### src/rtl/axonerve_kvs_job_sequencer_if.sv
// Host/datapath handshake bundle for the KVS job sequencer.
// Optional perf_cycles signal present under AXONERVE_KVS_SEQ_PERF_CNT_EN.
interface axonerve_kvs_job_sequencer_if #(
  parameter int C_M_AXI_ADDR_WIDTH = 64,
  parameter int C_XFER_SIZE_WIDTH  = 32,
  parameter int C_CNT_WIDTH        = 16
);
  logic                          ap_start;
  logic                          ap_done;
  logic                          ap_idle;
  logic [C_M_AXI_ADDR_WIDTH-1:0] ctrl_addr_offset;
  logic [C_XFER_SIZE_WIDTH-1:0]  ctrl_xfer_size_in_bytes;
  logic                          dp_start;
  logic [C_M_AXI_ADDR_WIDTH-1:0] dp_addr_offset;
  logic [C_XFER_SIZE_WIDTH-1:0]  dp_xfer_size_in_bytes;
  logic                          dp_done;
  logic [C_CNT_WIDTH-1:0]        chunk_count;
`ifdef AXONERVE_KVS_SEQ_PERF_CNT_EN
  logic [31:0]                   perf_cycles;
`endif

  modport master (
    output ap_start, ctrl_addr_offset, ctrl_xfer_size_in_bytes, dp_done,
    input  ap_done, ap_idle, dp_start, dp_addr_offset, dp_xfer_size_in_bytes,
`ifdef AXONERVE_KVS_SEQ_PERF_CNT_EN
    input  perf_cycles,
`endif
    input  chunk_count
  );

  modport slave (
    input  ap_start, ctrl_addr_offset, ctrl_xfer_size_in_bytes, dp_done,
    output ap_done, ap_idle, dp_start, dp_addr_offset, dp_xfer_size_in_bytes,
`ifdef AXONERVE_KVS_SEQ_PERF_CNT_EN
    output perf_cycles,
`endif
    output chunk_count
  );
endinterface

### src/rtl/axonerve_kvs_job_sequencer.sv
// Splits one host job into <= C_CHUNK_BYTES datapath runs and sequences start/done.
// Define AXONERVE_KVS_SEQ_PERF_CNT_EN to add the perf_cycles busy-cycle counter.
module axonerve_kvs_job_sequencer #(
  parameter int C_M_AXI_ADDR_WIDTH = 64,
  parameter int C_XFER_SIZE_WIDTH  = 32,
  parameter int C_CHUNK_BYTES      = 65536,
  parameter int C_CNT_WIDTH        = 16
) (
  input  logic                             aclk,
  input  logic                             areset,
  axonerve_kvs_job_sequencer_if.slave      bus
);
  localparam int AW = C_M_AXI_ADDR_WIDTH;
  localparam int XW = C_XFER_SIZE_WIDTH;
  localparam logic [XW-1:0] CHUNK = XW'(C_CHUNK_BYTES);

  typedef enum logic [1:0] {S_IDLE, S_ISSUE, S_WAIT, S_DONE} state_t;

  state_t          state;
  logic [XW-1:0]   remaining;
  logic [XW-1:0]   rem_next;

  function automatic logic [XW-1:0] clip(input logic [XW-1:0] v);
    return (v < CHUNK) ? v : CHUNK;
  endfunction

  assign rem_next = remaining - bus.dp_xfer_size_in_bytes;

  always_ff @(posedge aclk or posedge areset) begin
    if (areset) begin
      state                     <= S_IDLE;
      remaining                 <= '0;
      bus.ap_done               <= 1'b0;
      bus.ap_idle               <= 1'b1;
      bus.dp_start              <= 1'b0;
      bus.dp_addr_offset        <= '0;
      bus.dp_xfer_size_in_bytes <= '0;
      bus.chunk_count           <= '0;
`ifdef AXONERVE_KVS_SEQ_PERF_CNT_EN
      bus.perf_cycles           <= '0;
`endif
    end else begin
      bus.ap_done  <= 1'b0;
      bus.dp_start <= 1'b0;
`ifdef AXONERVE_KVS_SEQ_PERF_CNT_EN
      if ((state == S_ISSUE || state == S_WAIT) && !(&bus.perf_cycles))
        bus.perf_cycles <= bus.perf_cycles + 32'd1;
`endif
      case (state)
        S_IDLE: if (bus.ap_start) begin
          bus.dp_addr_offset <= bus.ctrl_addr_offset;
          remaining          <= bus.ctrl_xfer_size_in_bytes;
          bus.chunk_count    <= '0;
          bus.ap_idle        <= 1'b0;
`ifdef AXONERVE_KVS_SEQ_PERF_CNT_EN
          bus.perf_cycles    <= '0;
`endif
          if (bus.ctrl_xfer_size_in_bytes == '0) begin
            bus.ap_done <= 1'b1;
            state       <= S_DONE;
          end else begin
            bus.dp_xfer_size_in_bytes <= clip(bus.ctrl_xfer_size_in_bytes);
            bus.dp_start              <= 1'b1;
            state                     <= S_ISSUE;
          end
        end
        // A done arriving in the start cycle cannot belong to this run.
        S_ISSUE: state <= S_WAIT;
        S_WAIT: if (bus.dp_done) begin
          if (!(&bus.chunk_count))
            bus.chunk_count <= bus.chunk_count + C_CNT_WIDTH'(1);
          if (rem_next == '0) begin
            bus.ap_done <= 1'b1;
            state       <= S_DONE;
          end else begin
            bus.dp_addr_offset        <= bus.dp_addr_offset + AW'(bus.dp_xfer_size_in_bytes);
            remaining                 <= rem_next;
            bus.dp_xfer_size_in_bytes <= clip(rem_next);
            bus.dp_start              <= 1'b1;
            state                     <= S_ISSUE;
          end
        end
        S_DONE: begin
          bus.ap_idle <= 1'b1;
          state       <= S_IDLE;
        end
        default: state <= S_IDLE;
      endcase
    end
  end
endmodule

### src/flat_wrapper.sv
// flat-port wrapper written by rule: the top's interface ports become plain ports
module axonerve_kvs_job_sequencer_flat 
#(
  parameter int C_M_AXI_ADDR_WIDTH = 64,
  parameter int C_XFER_SIZE_WIDTH  = 32,
  parameter int C_CHUNK_BYTES      = 65536,
  parameter int C_CNT_WIDTH        = 16
)
  (aclk, areset, bus_ap_start, bus_ctrl_addr_offset, bus_ctrl_xfer_size_in_bytes, bus_dp_done, bus_ap_done, bus_ap_idle, bus_dp_start, bus_dp_addr_offset, bus_dp_xfer_size_in_bytes, bus_chunk_count);
  axonerve_kvs_job_sequencer_if #(.C_M_AXI_ADDR_WIDTH(C_M_AXI_ADDR_WIDTH), .C_XFER_SIZE_WIDTH(C_XFER_SIZE_WIDTH), .C_CNT_WIDTH(C_CNT_WIDTH)) bus_i ();
  input  logic aclk;
  input  logic areset;
  input wire logic [$bits(bus_i.ap_start)-1:0] bus_ap_start;
  input wire logic [$bits(bus_i.ctrl_addr_offset)-1:0] bus_ctrl_addr_offset;
  input wire logic [$bits(bus_i.ctrl_xfer_size_in_bytes)-1:0] bus_ctrl_xfer_size_in_bytes;
  input wire logic [$bits(bus_i.dp_done)-1:0] bus_dp_done;
  output wire logic [$bits(bus_i.ap_done)-1:0] bus_ap_done;
  output wire logic [$bits(bus_i.ap_idle)-1:0] bus_ap_idle;
  output wire logic [$bits(bus_i.dp_start)-1:0] bus_dp_start;
  output wire logic [$bits(bus_i.dp_addr_offset)-1:0] bus_dp_addr_offset;
  output wire logic [$bits(bus_i.dp_xfer_size_in_bytes)-1:0] bus_dp_xfer_size_in_bytes;
  output wire logic [$bits(bus_i.chunk_count)-1:0] bus_chunk_count;
  assign bus_i.ap_start = bus_ap_start;
  assign bus_i.ctrl_addr_offset = bus_ctrl_addr_offset;
  assign bus_i.ctrl_xfer_size_in_bytes = bus_ctrl_xfer_size_in_bytes;
  assign bus_i.dp_done = bus_dp_done;
  assign bus_ap_done = bus_i.ap_done;
  assign bus_ap_idle = bus_i.ap_idle;
  assign bus_dp_start = bus_i.dp_start;
  assign bus_dp_addr_offset = bus_i.dp_addr_offset;
  assign bus_dp_xfer_size_in_bytes = bus_i.dp_xfer_size_in_bytes;
  assign bus_chunk_count = bus_i.chunk_count;
  axonerve_kvs_job_sequencer #(.C_M_AXI_ADDR_WIDTH(C_M_AXI_ADDR_WIDTH), .C_XFER_SIZE_WIDTH(C_XFER_SIZE_WIDTH), .C_CHUNK_BYTES(C_CHUNK_BYTES), .C_CNT_WIDTH(C_CNT_WIDTH)) u_core (.aclk(aclk), .areset(areset), .bus(bus_i));
endmodule
### config.mk
export PLATFORM = sky130hd
export DESIGN_NAME = axonerve_kvs_job_sequencer_flat
export DESIGN_NICKNAME = d
export VERILOG_FILES = /design/src/rtl/axonerve_kvs_job_sequencer_if.sv /design/src/rtl/axonerve_kvs_job_sequencer.sv /design/src/flat_wrapper.sv
export SDC_FILE = /design/constraint.sdc
export NUM_CORES = 1
export LEC_CHECK = 0
export ABC_CLOCK_PERIOD_IN_PS = 4300
export BUFFER_PORTS_ARGS = -buffer_cell sky130_fd_sc_hd__buf_2
export CORE_MARGIN = 3
export CORE_UTILIZATION = 40
export CTS_CLUSTER_DIAMETER = 80
export DETAILED_ROUTE_END_ITERATION = 12
export PLACE_DENSITY = 0.64
export SLEW_MARGIN = 20
export SYNTH_ARGS = -nofsm -noshare
export SYNTH_HDL_FRONTEND = slang
export SYNTH_SLANG_ARGS = --single-unit
### constraint.sdc
create_clock -name aclk -period 4.3 [get_ports aclk]
set_clock_uncertainty 0.05 [all_clocks]
set_input_delay 0.43 -clock aclk [delete_from_list [all_inputs] [get_ports aclk]]
set_output_delay 0.43 -clock aclk [all_outputs]
set_load 0.01 [all_outputs]
Word-level counts from Yosys, hierarchy flattened

Index checks and enable logic that the tools add are counted.

Register bits: 149
Input port bits: 100
Output and inout bits: 115

Add/sub/neg operators: 3
$lt $le $gt $ge: 2
Eq/ne operators: 8
Multiplexer cells: 36
Reduce and logical (&&, ||, !) cells: 11

Operators by type and width:

| kind                  | number |
|---|---|
| $mux 32               | 9 |
| $mux 64               | 3 |
| $pmux 32 s2           | 2 |
| $pmux 64 s2           | 1 |
| $add 64x32->64        | 1 |
| $logic_not 32->1      | 2 |
| $lt 32x17->1 const B  | 2 |
| $mux 16               | 3 |
| $pmux 16 s2           | 1 |
| $sub 32x32->32        | 1 |
| $add 16x1->16 const B | 1 |
| $reduce_and 16->1     | 1 |
| $ne 2x2->1 const B    | 5 |
| $mux 1                | 9 |
| $mux 2                | 4 |
| $pmux 2 s4            | 1 |
| $reduce_and 4->1      | 2 |
| $pmux 1 s2            | 3 |
| $reduce_and 5->1      | 1 |
| $eq 2x2->1 const B    | 2 |
| $reduce_and 2->1      | 2 |
| $reduce_bool 2->1     | 2 |
| $eq 2x1->1 const B    | 1 |
| $logic_not 2->1       | 1 |

Logic depth before layout (Yosys ltp)

Gate-level depths: netlist of run 1.

Depth in word-level cells: 6
Mapped depth: 16
Mapped depth without buffers: 13

Least setup slack after synthesis of run 1

No wires, ideal clock.

Path kind: register -> register
Start point: register u_core.bus.dp_xfer_size_in_bytes[0]
End point: register u_core.bus.dp_xfer_size_in_bytes[11]
Arrival: 3.449 ns
Path slack: 0.680 ns
Stages on the path, launching flop included: 15
Path buffers: 3
Period minus slack after synthesis: 3.620 ns
Path through: dfrtp_1 -> ha_1 -> fa_1 -> nand2b_1 -> a21oi_1 -> o21ai_1 -> o21ai_0 -> xnor2_1 -> and4_1 -> or4bb_1 -> clkbuf_1 -> o21ba_1 -> clkbuf_1 -> buf_2 -> o22a_1

Longest elaborated chain between the ends: 6
Elaborated cells between the ends (all ways): 9
Classes of those cells: add/sub: 1; order compare: 1; eq/ne: 1; mux: 4; reduce/logical: 2

RTL lines:

| what                   | line                                | source |
|---|---|---|
| start, declared        | axonerve_kvs_job_sequencer_if.sv:33 | `output ap_done, ap_idle, dp_start, dp_addr_offset, dp_xfer_size_in_bytes,` |
| start signal, assigned | axonerve_kvs_job_sequencer.sv:62    | `bus.dp_xfer_size_in_bytes <= clip(bus.ctrl_xfer_size_in_bytes);` |
| start signal, assigned | axonerve_kvs_job_sequencer.sv:78    | `bus.dp_xfer_size_in_bytes <= clip(rem_next);` |
| $sub 32x32->32 (*)     | axonerve_kvs_job_sequencer.sv:27    | `assign rem_next = remaining - bus.dp_xfer_size_in_bytes;` |
| $lt 32x17->1           | axonerve_kvs_job_sequencer.sv:24    | `return (v < CHUNK) ? v : CHUNK;` |
| $mux 32                | axonerve_kvs_job_sequencer.sv:24    |  |
| $mux 32                | axonerve_kvs_job_sequencer.sv:72    | `if (rem_next == '0) begin` |
| $mux 32                | axonerve_kvs_job_sequencer.sv:69    | `S_WAIT: if (bus.dp_done) begin` |
| $pmux 32 s2            | axonerve_kvs_job_sequencer.sv:49    | `case (state)` |

Every way passes the cells marked *; elsewhere a longest branch is shown, timed or not. The select of a mux whose other input is x is not followed.
A chain may end at the register's enable or synchronous reset.

Worst setup path after layout of run 1

Start point: register u_core.bus.dp_xfer_size_in_bytes[15]
End point: register u_core.bus.dp_addr_offset[31]

Longest elaborated chain between the ends: 4
Elaborated cells between the ends (all ways): 8
Classes of those cells: add/sub: 2; eq/ne: 1; mux: 3; reduce/logical: 2

RTL lines:

| what                                                             | line                                                               | source |
|---|---|---|
| $sub 32x32->32 / $add 64x32->64 (equally long branches)          | axonerve_kvs_job_sequencer.sv:27, axonerve_kvs_job_sequencer.sv:76 |  |
| $logic_not 32->1 / $mux 64 (equally long branches)               | axonerve_kvs_job_sequencer.sv:72                                   |  |
| $ne 2x2->1 (no line) / $mux 64 (equally long branches)           | -                                                                  |  |
| $reduce_and 4->1 (no line) / $pmux 64 s2 (equally long branches) | -                                                                  |  |
| end signal, assigned                                             | axonerve_kvs_job_sequencer.sv:51                                   | `bus.dp_addr_offset <= bus.ctrl_addr_offset;` |
| end signal, assigned                                             | axonerve_kvs_job_sequencer.sv:76                                   | `bus.dp_addr_offset <= bus.dp_addr_offset + AW'(bus.dp_xfer_size_in_bytes);` |
| end, declared                                                    | axonerve_kvs_job_sequencer_if.sv:33                                |  |

Several ways; a longest one is shown, not always the timed one. The select of a mux whose other input is x is not followed.

==> results.json, run 1 <==
{
  "status": "completed",
  "rows": 62,
  "p_sw_w": 0.00618,
  "synth.distinct_cells": 87,
  "fin_crit_sh_pct": 95.6,
  "fmax_mhz": 243,
  "critPathArrivalTime_ns": 4.38,
  "critical_path.top_delay_family": "simple AND/OR/NAND/NOR gates",
  "leakage_nw": 6.63,
  "synth_edf_count": 0,
  "wl_um": 39900,
  "syn-instance-count": 1387,
  "critical_path_buf_inv_count": 2,
  "setup_violations": 0,
  "die_y_um": 178,
  "clk_path_buf_depth": 2,
  "syn-num-nets": 1553,
  "dr.pass1.iters": 5,
  "pre_cts_ws_ns": 0.138,
  "hpwlAfterDp_um": 30500,
  "slowest_delay_ns": 0.49,
  "path_max_fanout": 29,
  "switching_share_pct": 49.3,
  "min_path_type": "in -> async",
  "numPortBuffers": 214,
  "seq_area_frac_synth_pct": 31.6,
  "hold_viol_final": 0,
  "clock_latency_ns": 0.43,
  "tightest_slew_ns": 0.763,
  "h-tree-depth": 4,
  "stdcell_count": 1997,
  "ant_nets": 0,
  "fin_nets": 1764,
  "cts_sinks": 149,
  "drtIter0Drc": 1031,
  "ys_warn_count": 0,
  "async_reset_ff_share_pct": 100,
  "ioPinCount": 215,
  "dieArea_mm2": 0.0316,
  "avgSynthCellArea_um2": 8.51,
  "drive_gt1_share_pct": 23.9,
  "initial_core_util_pct": 40.8,
  "grt-ovfl-total": 0,
  "finalWorstSetupSlack_ns": 0.190,
  "grt_first_pass_wirelength_um": 61600,
  "cts_buffers": 17,
  "cts_root_buffer": "clkbuf_16",
  "irDropWorstVdd_mv": 0.408,
  "p_seq_share_pct": 20.6,
  "routabilityCongestion": 0.933,
  "p_clk_share_pct": 11.9,
  "p_int_w": 0.00636,
  "cts_tree": "done",
  "syn2layout_area_growth_pct": 19.3,
  "cp.required_ns": 4.57,
  "post_synth_instance_area_mm2": 0.0118,
  "drc": 0,
  "crit_type": "reg -> reg",
  "crit_path_start_kind": "flop",
  "period_needed_ns": 4.11,
  "cp-end-kind": "flop",
  "core_region_area_mm2": 0.0289,
  "cts.clk_slew.worst_paths_ns": 0.07,
  "ys_ff_latch": 149,
  "path_cells": "inv_1, ha_1, nand4_1, nor2_1, o2bb2ai_1, or2_1, o2111a_1, a2111oi_2, and4bb_4, and4_1, nor2_8, buf_12, mux2_2",
  "powerDensity_mw_per_mm2": 889,
  "antenna_found_initial": 2,
  "crit_slowest_cell": "dfrtp_1",
  "rsz0062_at_grt": "yes",
  "relSlewSlack_pct": 49.1,
  "ys.flop_type": "dfrtp_1",
  "grt_max_degree": 78,
  "first_global_vias": 10900,
  "pwr-share-comb_pct": 67.6,
  "cts_hold_buf": 0,
  "via_per_inst": 5.85,
  "cap_viol_max_count": 0,
  "vias": 11700,
  "dp_cells": 1960,
  "track_usage_pct": 24.8,
  "wire_per_inst_um": 20.0,
  "slew_violations": 0,
  "die_x_um": 178
}
==> Yosys cell counts (all sizes together) (30+ instances only) <==
| cell type | n | share of area (%) |
|---|---|---|
| nor2 | 100 | 3.3 |
| a21o | 44 | 2.8 |
| ha | 64 | 6.8 |
| nand3 | 38 | 1.7 |
| a21oi | 105 | 4.6 |
| xor2 | 31 | 2.3 |
| nand4 | 30 | 1.6 |
| mux2 | 56 | 7.1 |
| dfrtp | 148 | 31 |
| inv | 53 | 1.7 |
| nand2 | 171 | 5.4 |
| o21ai | 125 | 5.3 |
| clkbuf | 47 | 1.5 |
==> cell families after synthesis <==
family / count (synthesis) / share of synthesized area (%)
buffers and inverters: 125 / 4.67
flip-flops: 149 / 31.6
multiplexers: 66 / 7.94
AND/OR/NAND/NOR: 482 / 20.0
XOR/XNOR: 60 / 4.45
adder cells (fa/ha/maj): 66 / 7.12
AO/OA/AOI/OAI: 439 / 24.2
==> layout make-up <==
| type | instances | area (um^2) |
|---|---|---|
| fillers | 2845 | 14800 |
| multi-input cells | 1113 | 7590 |
| flip-flops and latches | 149 | 3730 |
| repair buffers | 264 | 1520 |
| well taps | 384 | 480 |
| clock buffers | 19 | 443 |
| inverters | 53 | 203 |
| clock inverters | 13 | 124 |
| diodes | 2 | 5.00 |
==> metrics by stage <==
step           total power, W  cell area, um^2  hold WS, ns  util, %  setup TNS (ns)
3_3_place_gp           0.0108            13500        0.434     46.5               0
3_5_place_dp           0.0108            13500        0.436     46.5               0
5_1_grt                0.0135            14100       0.0991     48.7        -0.00795
4_1_cts                0.0124            14000       0.0681     48.5               0
6_report               0.0125            14100       0.0462     48.7               0
2_1_floorplan         0.00829            11800        0.436        -               0
==> metal layers <==
metal  track usage, %  routed length, um  part of all wire, %  up-vias
li1                 -                  -                    -     5540
met2             38.6              18000                   45      434
met4             8.08               1170                  2.9        0
met5                0                  0                    0        -
met3             3.40               2460                  6.2       63
met1             35.7              18200                   46     5636
==> registers in the layout, summed over array words and instances, names as in the netlist <==
signal	cells
u_core.bus.ap_done	1
u_core.bus.ap_idle	1
u_core.remaining	32
u_core.bus.dp_xfer_size_in_bytes	32
u_core.bus.dp_start	1
u_core.bus.chunk_count	16
u_core.state	2
u_core.bus.dp_addr_offset	64
==> worst register-to-register path: stages (launching register included) <==
cell and delay [ns]:
dfrtp_1 0.49, inv_1 0.08, ha_1 0.43, nand4_1 0.32, nor2_1 0.15, o2bb2ai_1 0.18
or2_1 0.27, o2111a_1 0.27, a2111oi_2 0.45, and4bb_4 0.27, and4_1 0.27, nor2_8 0.16
buf_12 0.24, mux2_2 0.37
==> worst paths after layout <==
path                                                      startpoint                                    to  slack (ns)  cells past startpoint
worst min register to register                    u_core.bus.ap_idle                    u_core.bus.ap_idle        0.44                      2
min in group aclk                            bus_ctrl_addr_offset[0]          u_core.bus.dp_addr_offset[0]        0.24                      3
worst min-delay path                                          areset         u_core.bus.dp_addr_offset[39]        0.05                      2
worst max-delay path            u_core.bus.dp_xfer_size_in_bytes[15]         u_core.bus.dp_addr_offset[31]        0.19                     13
max in group asynchronous                                     areset  u_core.bus.dp_xfer_size_in_bytes[18]        3.11                      3
worst max register to register  u_core.bus.dp_xfer_size_in_bytes[15]         u_core.bus.dp_addr_offset[31]        0.19                     13
==> layout by cell type, fill, tap and decap left out, types with 12 or more instances in the layout <==
master     count
dfrtp_1      146
o21ai_0      112
xor2_1        31
nand2_1      171
mux2_4        55
nor3_1        21
buf_4         44
a21oi_1       97
or3_1         12
xnor2_1       29
inv_1         52
o21ai_1       13
ha_1          64
nand4_1       30
nor4_1        19
nor2_1        99
buf_2        214
nand3_1       37
clkbuf_16     17
and3_1        26
a21o_1        44
a22oi_1       12
==> what timing repair did <==
item | CTS | global route
resized for setup | 0 | 9
setup buffers | 0 | 3
setup endpoints to repair | 0 | 102
==> power groups by stage <==
stage               logic [W]  registers [W]  clock network (W)
floorplan             0.00570        0.00258                  0
finish                0.00847        0.00258            0.00149
global placement      0.00819        0.00258                  0
CTS                   0.00829        0.00257            0.00151
global route          0.00922        0.00265            0.00159
detailed placement    0.00825        0.00259                  0
(Power assumes the default switching activity.)
==> run 2, diff against run 1 <==
Settings changed: ABC_AREA from default to 1, GPL_TIMING_DRIVEN from default to 0, PLACE_DENSITY 0.64 to 0.63.
==> run 2 against run 1 <==
  * Worst hold slack gained 0.20 ns
  * Worst setup slack improved by 0.050 ns
  * Non-clock buffer count is 20 higher
  * Largest power group unchanged
  * Critical path depth up 7
  * Global-route usage increased by 6.9 points
==> results.json, run 2 <==
{
  "status": "completed",
  "routabilityCongestion": 0.994,
  "irDropWorstVdd_mv": 0.334,
  "fin_crit_sh_pct": 94.4,
  "synth-compound-area-share_pct": 7.47,
  "synth_top_family_by_area": "simple AND/OR/NAND/NOR gates",
  "die_y_um": 190,
  "antenna_found_initial": 2,
  "async_reset_ff_share_pct": 100,
  "synthTopCellsByArea": "dfrtp_1, nand2_1, nand3_1, inv_1, ha_1",
  "ys_ff_latch": 149,
  "post_synth_instance_area_mm2": 0.0135,
  "syn2layout_area_growth_pct": 17.3,
  "h-tree-depth": 4,
  "reg_top3": "u_core.bus.dp_addr_offset: 64 flops, u_core.bus.dp_xfer_size_in_bytes: 32 flops, u_core.remaining: 32 flops",
  "p_total_w": 0.0106,
  "reg2regPathDepth": 20,
  "synth_common_cells": "nand2_1, inv_1, nand3_1",
  "syn-num-nets": 2483,
  "yosysMostFrequentCell": "nand2_1",
  "synthAdderAreaFrac_pct": 6.22,
  "critical_path.top_delay_family": "simple AND/OR/NAND/NOR gates",
  "post_cts_buffers": 0,
  "hold_viol_final": 0,
  "initial_core_util_pct": 41.1,
  "synth-simple-area-share_pct": 46.2,
  "largest_register_ffs": 64,
  "hpwlAfterDp_um": 47800,
  "setup_tns_ns": 0,
  "synth_top_area_share_pct": 27.4,
  "path_cells": "ha_1, fa_1, inv_1, nand2_1, nand2_1, and2_1, nand2_1, nand3_1, nand2_1, nand3_1, nand2_1, nor2_1, nand2_1, nor2_2, nand4_4, nand2_4, buf_6, buf_6, nand2_1, nand2_1",
  "ant_nets": 0,
  "fmax_mhz": 246,
  "synth_mux_area_share_pct": 0,
  "ioPinCount": 215,
  "drtIter0Drc": 1561,
  "vias": 16000,
  "seq_area_frac_synth_pct": 27.6,
  "cap_viol_max_count": 0,
  "top_register": "u_core.bus.dp_addr_offset",
  "cp.required_ns": 4.64,
  "track_usage_pct": 31.7,
  "cts_buffers": 17,
  "cts_tree": "done",
  "core_region_area_mm2": 0.0329,
  "rows": 66,
  "crit_type": "reg -> reg",
  "dieArea_mm2": 0.0361,
  "wire_per_inst_um": 19.3,
  "leakage_nw": 8.97,
  "yosys.area_share.xor_xnor_pct": 1.88,
  "wl_um": 58100,
  "min_path_type": "in -> reg",
  "cts_sinks": 149,
  "powerDensity_mw_per_mm2": 669,
  "grt_first_pass_wirelength_um": 87100,
  "crit_slowest_cell": "fa_1",
  "avgSynthCellArea_um2": 5.84,
  "period_needed_ns": 4.06,
  "cp-end-kind": "flop",
  "drc": 0,
  "critPathArrivalTime_ns": 4.40,
  "fin_nets": 2722,
  "hold_depth": 5,
  "synth.largest_area_cell": "dfrtp_1",
  "clock_latency_ns": 0.45,
  "critical_path_buf_inv_count": 3,
  "slowest_delay_ns": 0.45,
  "ys_warn_count": 0,
  "relSlewSlack_pct": 35.3,
  "numPortBuffers": 214,
  "ys.flop_type": "dfrtp_1",
  "rsz0062_at_grt": "no",
  "path_max_fanout": 10,
  "synth.distinct_cells": 39,
  "syn-instance-count": 2317,
  "setup_violations": 0,
  "die_x_um": 190,
  "first_global_vias": 14700,
  "cts.clk_slew.worst_paths_ns": 0.07,
  "via_per_inst": 5.30,
  "path_depth": 20,
  "final_cell_mix": "nand2_1, inv_1, nand3_1",
  "slew_violations": 0,
  "dr.pass1.iters": 6,
  "grt_max_degree": 33,
  "tightest_slew_ns": 0.970,
  "synth_edf_count": 0,
  "crit_top_cell": "nand2_1",
  "grt-ovfl-total": 0,
  "final_common_cell": "nand2_1",
  "clk_path_buf_depth": 2,
  "cts_root_buffer": "clkbuf_16",
  "drive_gt1_share_pct": 11.5,
  "crit_path_start_kind": "flop"
}
## run 2: changes by cell type in the layout (fill, tap and decap cells not counted), moves of 17 or more
cell / before / now
inv_1: 52 / 301
a21o_1: 44 / 3
and3_1: 26 / 3
nand3_1: 37 / 255
buf_4: 44 / 0
o21ai_0: 112 / 90
nor3_1: 21 / 38
mux2_4: 55 / 0
nand2_1: 171 / 945
xnor2_1: 29 / 12
clkbuf_1: 1 / 38
nor2_1: 99 / 189
## run 2: per-stage QoR
stage               instances  hold slack [ns]  setup WS, ns  util [%]  cell area, um^2
detailed placement       2978            0.351         0.150      46.3            15300
floorplan                2317            0.392          1.44         -            13500
global route             3010            0.271        0.0296      48.1            15900
CTS                      3010            0.236         0.139      48.1            15800
finish                   3013            0.251         0.240      48.1            15900
global placement         2973            0.409         0.220      46.0            15200
## run 2: cell type report
type	instances	area (um^2)
Fill cell	3656	17100
Multi-Input combinational cell	1797	8360
Sequential cell	149	3730
Timing Repair Buffer	220	1180
Inverter	307	1160
Tap cell	442	553
Clock buffer	19	433
Buffer	64	295
Clock inverter	12	145
Antenna cell	3	7.51
## run 2: repair_timing
item / in CTS / in global routing
gates resized for setup: 0 / 2
setup endpoints to repair: 0 / 94
hold buffers: 1 / 0
hold endpoints to repair: 8 / 0
## run 2: final timing paths
| path | from | endpoint | slack [ns] |
|---|---|---|---|
| max in group asynchronous | areset | u_core.remaining[18] | 2.83 |
| worst max-delay path | u_core.bus.dp_xfer_size_in_bytes[0] | u_core.bus.dp_addr_offset[56] | 0.24 |
| min in group asynchronous | areset | u_core.bus.dp_addr_offset[53] | 0.43 |
| worst min-delay path | bus_ap_start | u_core.state[1] | 0.25 |
| worst min register to register | u_core.remaining[19] | u_core.remaining[19] | 0.43 |
| worst max register to register | u_core.bus.dp_xfer_size_in_bytes[0] | u_core.bus.dp_addr_offset[56] | 0.24 |
## run 2: cell families after synthesis
| kind of cell | count (synthesis) |
|---|---|
| XOR/XNOR | 29 |
| flip-flops | 149 |
| buffers and inverters | 371 |
| AND/OR/NAND/NOR | 1507 |
| adder cells (fa/ha/maj) | 66 |
| AO/OA/AOI/OAI | 195 |
## run 2: worst reg2reg max path, cell delays in order, from the launching register on
cell	delay (ns)
dfrtp_1	0.43
ha_1	0.27
fa_1	0.45
inv_1	0.12
nand2_1	0.06
nand2_1	0.07
and2_1	0.17
nand2_1	0.09
nand3_1	0.26
nand2_1	0.13
nand3_1	0.09
nand2_1	0.16
nor2_1	0.13
nand2_1	0.08
nor2_2	0.27
nand4_4	0.33
nand2_4	0.23
buf_6	0.25
buf_6	0.20
nand2_1	0.07
nand2_1	0.07
## run 2: layer usage
layer | GRT usage (%) | routed length (um)
met4 | 9.75 | 1560
met3 | 6.69 | 5360
met2 | 45.0 | 23500
met5 | 0 | 0
met1 | 47.9 | 27700
## run 2: where the power goes
group          switching [W]  internal, W  total [W]
Clock               0.000691     0.000864    0.00156
Sequential          0.000559      0.00187    0.00243
Combinational        0.00458      0.00205    0.00663
Total                0.00583      0.00478     0.0106
==> run 3, diff against run 2 <==
Settings changed: ABC_AREA 1 to 0, PLACE_DENSITY 0.63 to 0.64, SETUP_SLACK_MARGIN from default to 0.4.
==> run 3 against run 2 <==
  * Global-route usage is 5.0 points lower
  * Clock power is 12% higher
  * Die area is 12% lower
  * First-iteration DRC count is 30% lower
  * Clock-buffer cell count stayed put
  * Total power is 36% higher
  * Register-to-register slack better by 0.08 ns
  * Maximum frequency is 2.0% higher
  * Worst hold slack worse by 0.019 ns
  * Combinational power is 52% higher
==> results.json, run 3 (synthesized netlist as in run 1, its figures left out) <==
{
  "multi_input_area_mm2": 0.00815,
  "crit_type": "reg -> reg",
  "relSlewSlack_pct": 31.8,
  "stdcell_count": 2098,
  "core_region_area_mm2": 0.0289,
  "setup_violations": 0,
  "cts.clk_slew.worst_paths_ns": 0.06,
  "grt-ovfl-total": 0,
  "finalWorstSetupSlack_ns": 0.321,
  "wire_per_inst_um": 21.1,
  "via_per_inst": 5.86,
  "slew_violations": 0,
  "grt_first_pass_wirelength_um": 65400,
  "cp.required_ns": 4.57,
  "ant_nets": 0,
  "ioPinCount": 215,
  "fill_cells": 2717,
  "die_y_um": 178,
  "powerDensity_mw_per_mm2": 925,
  "cts_tree": "done",
  "path_max_fanout": 6,
  "p_total_w": 0.0144,
  "hold_depth": 3,
  "fmax_mhz": 251,
  "drc": 0,
  "cp-end-kind": "flop",
  "track_usage_pct": 26.7,
  "critPathArrivalTime_ns": 4.25,
  "status": "completed",
  "final_common_cell": "buf_2",
  "pre_cts_ws_ns": -0.211,
  "design_area_mm2": 0.0156,
  "dr.pass1.iters": 5,
  "routabilityCongestion": 0.950,
  "crit_path_start_kind": "flop",
  "initial_core_util_pct": 40.8,
  "rsz0062_at_grt": "yes",
  "hold_viol_final": 0,
  "min_path_type": "in -> reg",
  "dieArea_mm2": 0.0316,
  "setup_tns_ns": 0,
  "leakage_nw": 7.15,
  "reg_top3": "u_core.bus.dp_addr_offset: 64 flops, u_core.bus.dp_xfer_size_in_bytes: 32 flops, u_core.remaining: 32 flops",
  "dp_cells": 1990,
  "hpwlAfterDp_um": 33000,
  "antenna_found_initial": 2,
  "largest_register_ffs": 64,
  "numPortBuffers": 214,
  "irDropWorstVdd_mv": 0.401,
  "final_cell_mix": "buf_2, nand2_1, dfrtp_1",
  "rrSetupSlack_ns": 0.32,
  "h-tree-depth": 4,
  "fin_nets": 1866,
  "drtIter0Drc": 1092,
  "drive_gt1_share_pct": 31.8,
  "reg2regPathDepth": 15,
  "first_global_vias": 11600,
  "vias": 12300,
  "clk_path_buf_depth": 2,
  "die_x_um": 178,
  "fin_crit_sh_pct": 92.5,
  "placed_area_mm2": 0.0135,
  "cap_viol_max_count": 0,
  "top_register": "u_core.bus.dp_addr_offset",
  "rows": 62,
  "ff_latch_area_mm2": 0.00375,
  "cts_buffers": 17,
  "cts_sinks": 149,
  "grt_max_degree": 34,
  "period_needed_ns": 3.98,
  "syn2layout_area_growth_pct": 32.0,
  "cts_root_buffer": "clkbuf_16",
  "tightest_slew_ns": 1.02,
  "clock_latency_ns": 0.44,
  "wl_um": 44200
}
run 3: cell type report:
cell class,count,share of cell area (%)
Clock buffer,19,2.84
Timing Repair Buffer,294,11.9
Clock inverter,12,1.45
Multi-Input combinational cell,1113,52.3
Antenna cell,2,0.0321
Inverter,53,1.30
Buffer,72,3.08
Tap cell,384,3.08
Sequential cell,149,24.1
run 3: report_power, final:
| group | internal [W] | switching, W |
|---|---|---|
| clock network | 0.00110 | 0.000643 |
| logic | 0.00441 | 0.00569 |
| registers | 0.00199 | 0.000582 |
| total | 0.00750 | 0.00691 |
run 3: worst paths after layout:
path	start	to
min reg2reg	u_core.bus.ap_idle	u_core.bus.ap_idle
max in group asynchronous	areset	u_core.bus.dp_xfer_size_in_bytes[12]
max	u_core.bus.dp_xfer_size_in_bytes[12]	u_core.bus.dp_addr_offset[17]
min	bus_ctrl_addr_offset[0]	u_core.bus.dp_addr_offset[0]
max reg2reg	u_core.bus.dp_xfer_size_in_bytes[12]	u_core.bus.dp_addr_offset[17]
min in group asynchronous	areset	u_core.bus.dp_addr_offset[46]
run 3: repair_timing:
action,CTS,global route
endpoints found under the hold margin,5,0
pin swaps,17,35
cloned,0,5
endpoints found under the setup margin,130,129
hold buffers,1,0
setup buffers,35,34
gates resized for setup,89,111
run 3: per-layer routing:
metal,vias to the layer above,track usage [%],routed length (um)
met5,-,0,0
met2,526,40.8,19700
met4,0,11.3,1850
met3,105,4.66,3250
li1,5729,-,-
met1,5937,37.2,19400
run 3: critical path, stage by stage (launching register included):
cell and delay, ns:
dfrtp_2 0.40, inv_1 0.07, ha_2 0.34, a21oi_2 0.23, o21ai_2 0.14, o2bb2ai_4 0.15
or4_1 0.52, o211ai_1 0.28, o2111ai_2 0.23, and4bb_4 0.43, and4_1 0.22, buf_6 0.14
nor2_8 0.04, buf_12 0.17, clkbuf_16 0.16, mux2_4 0.29
run 3: through the flow:
| stage | util [%] | hold WS [ns] |
|---|---|---|
| 4_1_cts | 51.1 | 0.212 |
| 5_1_grt | 53.9 | 0.240 |
| 2_1_floorplan | - | 0.436 |
| 3_5_place_dp | 46.5 | 0.322 |
| 6_report | 53.9 | 0.232 |
| 3_3_place_gp | 46.2 | 0.436 |
